===== src/rtl/cic_pkg.sv =====
// Shared CIC helpers: register-width functions and legal parameter ranges,
// used by both the interpolator and the decimator.
package cic_pkg;

    localparam int CIC_N_MIN      = 1;
    localparam int CIC_N_MAX      = 6;
    localparam int CIC_R_LOG2_MIN = 1;
    localparam int CIC_R_LOG2_MAX = 6;

    // Worst-case CIC gain is R^N, so the accumulators need N*log2(R) guard bits.
    function automatic int cic_acc_w(input int in_w, input int n, input int r_log2);
        return in_w + n * r_log2;
    endfunction

    // Interpolator gain is R^(N-1), one stage less than the accumulator growth.
    function automatic int cic_interp_out_w(input int in_w, input int n, input int r_log2);
        return in_w + (n - 1) * r_log2;
    endfunction

endpackage


===== src/rtl/cic_comb_stage.sv =====
// One comb stage with differential delay 1: y = x - x_prev, updated on enable.
// Combinational path from i_X to o_Y; the delay register loads only when i_EN is high.
module cic_comb_stage #(
    parameter int W = 20
) (
    input  logic         i_CLK,
    input  logic         i_RST,
    input  logic         i_EN,
    input  logic [W-1:0] i_X,
    output logic [W-1:0] o_Y
);

    logic [W-1:0] delay;

    always_ff @(posedge i_CLK or posedge i_RST) begin
        if (i_RST) begin
            delay <= '0;
        end else if (i_EN) begin
            delay <= i_X;
        end
    end

    assign o_Y = i_X - delay;

endmodule


===== src/rtl/cic_interpolator.sv =====
// N-stage CIC interpolator (R = 2^R_LOG2): comb at input rate, zero-stuff, integrate at output rate.
// First output one edge after accept; output stalls hold all state and drop o_READY.
module cic_interpolator
    import cic_pkg::*;
#(
    parameter int IN_W   = 16,
    parameter int N      = 2,
    parameter int R_LOG2 = 2
) (
    input  logic                                          i_CLK,
    input  logic                                          i_RST,
    input  logic [IN_W-1:0]                               i_DATA,
    input  logic                                          i_VALID,
    output logic                                          o_READY,
    output logic [cic_interp_out_w(IN_W, N, R_LOG2)-1:0]  o_DATA,
    output logic                                          o_VALID,
    input  logic                                          i_READY
);

    localparam int ACC_W = cic_acc_w(IN_W, N, R_LOG2);
    localparam int OUT_W = cic_interp_out_w(IN_W, N, R_LOG2);

    if (N < CIC_N_MIN || N > CIC_N_MAX ||
        R_LOG2 < CIC_R_LOG2_MIN || R_LOG2 > CIC_R_LOG2_MAX) begin : g_param_err
        $error("cic_interpolator: N or R_LOG2 out of supported range");
    end

    logic                       busy;
    logic [R_LOG2-1:0]          phase;
    logic                       last_phase;
    logic                       adv;
    logic                       accept;
    logic [ACC_W-1:0]           r_up;
    logic [ACC_W-1:0]           u;
    logic [N:0][ACC_W-1:0]      c;
    logic [N-1:0][ACC_W-1:0]    integ;
    logic [N-1:0][ACC_W-1:0]    integ_nxt;
    logic [ACC_W-1:0]           acc;

    assign last_phase = (phase == {R_LOG2{1'b1}});
    assign adv        = busy & (~o_VALID | i_READY);
    assign o_READY    = ~busy | (adv & last_phase);
    assign accept     = i_VALID & o_READY;

    assign c[0] = {{(ACC_W - IN_W){i_DATA[IN_W-1]}}, i_DATA};

    for (genvar j = 0; j < N; j++) begin : g_comb
        cic_comb_stage #(.W(ACC_W)) u_comb (
            .i_CLK (i_CLK),
            .i_RST (i_RST),
            .i_EN  (accept),
            .i_X   (c[j]),
            .o_Y   (c[j+1])
        );
    end

    // Zero-stuffing: the held comb output enters only on phase 0.
    assign u = (phase == '0) ? r_up : '0;

    // Ripple: each integrator adds the already-updated value of the one before it.
    always_comb begin
        acc       = u;
        integ_nxt = '0;
        for (int j = 0; j < N; j++) begin
            acc          = integ[j] + acc;
            integ_nxt[j] = acc;
        end
    end

    always_ff @(posedge i_CLK or posedge i_RST) begin
        if (i_RST) begin
            busy    <= 1'b0;
            phase   <= '0;
            r_up    <= '0;
            integ   <= '0;
            o_DATA  <= '0;
            o_VALID <= 1'b0;
        end else begin
            if (adv) begin
                integ   <= integ_nxt;
                o_DATA  <= integ_nxt[N-1][OUT_W-1:0];
                o_VALID <= 1'b1;
                phase   <= phase + 1'b1;
                if (last_phase) begin
                    busy <= 1'b0;
                end
            end else if (o_VALID && i_READY) begin
                o_VALID <= 1'b0;
            end
            // A same-cycle accept restarts the burst and overrides the wrap above.
            if (accept) begin
                r_up  <= c[N];
                phase <= '0;
                busy  <= 1'b1;
            end
        end
    end

endmodule


===== config.mk =====
export PLATFORM = sky130hd
export DESIGN_NAME = cic_interpolator
export DESIGN_NICKNAME = d
export VERILOG_FILES = /design/src/rtl/cic_pkg.sv /design/src/rtl/cic_comb_stage.sv /design/src/rtl/cic_interpolator.sv
export SDC_FILE = /design/constraint.sdc
export NUM_CORES = 1
export LEC_CHECK = 0
export ABC_CLOCK_PERIOD_IN_PS = 3600
export BUFFER_PORTS_ARGS = -buffer_cell sky130_fd_sc_hd__buf_2
export CAP_MARGIN = 20
export CORE_AREA = 10 10 102 195
export DETAILED_ROUTE_END_ITERATION = 8
export DIE_AREA = 0 0 112 205
export GPL_TIMING_DRIVEN = 1
export SYNTH_ARGS = -nofsm -noshare
export SYNTH_HDL_FRONTEND = slang
export SYNTH_SLANG_ARGS = --single-unit

===== constraint.sdc =====
create_clock -name i_CLK -period 3.6 [get_ports i_CLK]
set_input_delay 0.72 -clock i_CLK [delete_from_list [all_inputs] [get_ports i_CLK]]
set_output_delay 0.72 -clock i_CLK [all_outputs]
set_load 0.005 [all_outputs]

==> results.yml <==
global_routing:
  grt_pass1_vias: 5908
  gr-usage-all-layers: 0.135
  grtUsageMet2: 0.285
  grt.met3_usage: 0.0199
  grt_antenna_before_repair: 0
  global_route.usage.met1: 0.118
  grt.busiest_layer: "met2"
  grt_pass1_wl_um: 26100
  overflow: 0
  grt_max_degree: 53
outcome:
  status: "finished, violations left"
  violations: "setup timing"
die:
  die_h_um: 205
  num_io_pins: 40
  rows: 67
  dieArea_um2: 23000
  die_x_um: 112
  initial_core_util: 0.395
  core_um2: 16700
logic_synthesis:
  synthArstFlopShare: 1.00
  yosysSeqAreaShare: 0.345
  synthCells: 735
  syn_area_um2: 6600
  synth_flop_cell: "dfrtp_1"
  syn_area_per_cell_um2: 8.98
  synth-xor-area-share: 0.0730
  synth-compound-area-share: 0.203
  synthAdderAreaFrac: 0.143
  ys_ff_latch: 91
  synth_top_family_by_area: "compound AO/OA/AOI/OAI gates"
  synth-edff-count: 0
  synth_cell_types: 54
  yosysWarningCount: 0
  synth_nets: 828
  muxShareOfSynthArea: 0.0425
  synth-simple-area-share: 0.128
layout:
  drive_gt1_frac: 0.348
  multiInputGateArea_um2: 4400
  synthToLayoutAreaGrowth_pct: 34.8
  nNetsFinal: 992
  fin_area_um2: 8890
  regArea_um2: 2280
  num-fill-cells: 1559
  antenna_cells: 0
timing:
  rsz0062_at_grt: "yes"
  worstMarginPinSlew_ns: 0.744
  worst_slack_ns: -0.292
  fin_crit_ns: 3.89
  finalHoldViolations: 0
  fin_crit_sh: 1.08
  finClkSkew_ns: 0.00964
  finalSetupViolations: 9
  max_freq_mhz: 257
  relSlewSlack: 0.504
  drv_slew: 0
setup_path:
  critical_path_arrival_ns: 4.16
  path_max_fanout: 7
  end_kind: "flip-flop"
  cp-start-kind: "flip-flop"
  criticalPathCategory: "flip-flop to flip-flop"
  worstPathRequired_ns: 3.87
route:
  finalWirelength_um: 15300
  ant_nets: 0
  wl_per_cell_um: 13.8
  first_pass_iters: 5
  viasPerCell: 5.11
  drc: 0
  vias: 5669
  drt_iter0_markers: 163
placement:
  numPortBuffers: 39
  gp_congestion: 0.785
  hpwl_um: 11400
  dp_worst_setup_slack_ns: -0.801
  postPlaceCellArea_um2: 7910
cts:
  htreeDepth: 3
  cts_buffer_depth: 2
  numClockSinks: 91
  clock_latency_ns: 0.35
  cts_tree: "built"
  path_clk_slew_ns: 0.07
  cts-root-buf: "clkbuf_16"
  cts_buffers: 9
worst_hold_path:
  hp-class: "flip-flop to flip-flop"
run:
  timing.max_cap.violations: 0
## per-stage QoR
stage,cells,TNS (ns),hold slack (ns),utilization
after floorplan,735,-0.456,0.437,-
after global placement,1069,-6.33,0.453,0.474
after detailed placement,1069,-7.38,0.463,0.474
after CTS,1099,-1.69,0.479,0.514
after global routing,1110,-4.54,0.489,0.533
final,1110,-1.78,0.469,0.533
## Yosys cell counts (all sizes together) (3+ instances only)
cell type	number	area (um^2)
dfrtp	91	2280
nand2	83	312
o21ai	82	410
ha	69	863
inv	59	221
a21oi	42	210
xnor2	37	324
a21o	26	195
mux2	24	270
buf	21	154
nor2	21	78.8
and2	19	119
xor2	18	158
clkbuf	16	60.1
nand3	15	75.1
o21bai	15	113
a31oi	14	87.6
nor2b	7	43.8
o31ai	7	52.6
a211oi	6	45.0
nand4	6	37.5
nor3	6	30.0
o21a	6	45.0
nand2b	5	31.3
fa	4	80.1
or3	4	25.0
and3	3	23.8
nor4	3	25.0
o211ai	3	22.5
or2	3	18.8
## cells by family (layout without fill, tap and decap cells)
family / after synthesis / count (layout)
and+or+nand+nor: 178 / 178
muxes: 25 / 25
xor gates and xnor gates: 55 / 55
AOI/OAI and AO/OA: 217 / 217
adders and majority gates: 73 / 73
buffers and inverters: 96 / 264
DFF: 91 / 91
## flip-flops by register name, summed over array words and instances, names as in the netlist
register and count:
g_comb.u_comb.delay 33, phase 2, r_up 18, integ 19, busy 1, o_VALID 1
o_DATA 17
## cell usage in the layout (no fill, tap or decap), types with 4 or more instances in the layout
master     count
a21o_1        26
a21oi_1       27
a21oi_2       15
a31oi_1        7
a31oi_4        4
and2_1        15
buf_2         39
buf_4        140
buf_6          9
clkbuf_16      9
dfrtp_1       91
ha_1          60
ha_4           6
inv_1         53
inv_2          4
mux2_2        22
nand2_1       79
nand2b_1       5
nand3_1       15
nand4_1        6
nor2_1        19
nor2b_1        7
nor3_1         4
o21a_1         6
o21ai_0       33
o21ai_1       41
o21ai_2        7
o21bai_1      13
xnor2_1       31
xnor2_2        6
xor2_1        18
## critical path: stages, from the launching register on
cell	delay, ns
dfrtp_1	0.38
inv_2	0.08
ha_4	0.19
and2_4	0.16
ha_4	0.13
fa_2	0.20
a21o_1	0.14
a21oi_2	0.07
o21a_1	0.23
o41a_1	0.47
o21bai_1	0.18
a21oi_2	0.10
xnor2_2	0.15
ha_1	0.35
o21a_1	0.14
o21ai_1	0.05
a21oi_1	0.16
o21ai_2	0.09
or2_4	0.23
mux2i_2	0.15
xor2_1	0.15
## layer usage
layer	wire length [um]	up-vias
met5	0	-
met4	374	0
met3	340	27
met2	9220	63
met1	5370	2696
li1	-	2883
## final timing paths
kind                                 startpoint                                    end  cells after the start  slack [ns]
max in group asynchronous                 i_RST                  integ[16]$_DFFE_PP0P_                      3        2.43
max reg2reg                phase[0]$_DFFE_PP0P_                  integ[37]$_DFFE_PP0P_                     20       -0.29
min reg2reg                 r_up[6]$_DFFE_PP0P_                    r_up[6]$_DFFE_PP0P_                      2        0.47
max                        phase[0]$_DFFE_PP0P_                  integ[37]$_DFFE_PP0P_                     20       -0.29
min in group asynchronous                 i_RST  g_comb[1].u_comb.delay[0]$_DFFE_PP0P_                      2        0.49
min                         r_up[6]$_DFFE_PP0P_                    r_up[6]$_DFFE_PP0P_                      2        0.47
## final cells by class
type / instances / share of cell area
Multi-Input combinational cell: 548 / 0.495
Clock inverter: 6 / 0.0129
Sequential cell: 91 / 0.256
Clock buffer: 9 / 0.0253
Timing Repair Buffer: 190 / 0.155
Inverter: 59 / 0.0266
Tap cell: 207 / 0.0291
## what timing repair did
item,in CTS,in global routing
setup endpoints to repair,19,20
pin swaps,60,56
hold buffers,0,0
endpoints found under the hold margin,0,0
setup buffers,16,11
resized for setup,42,53
Power is left out: the tool's default activity adds up to more than one toggle a clock period on the data nets, which glitch-free logic cannot reach.
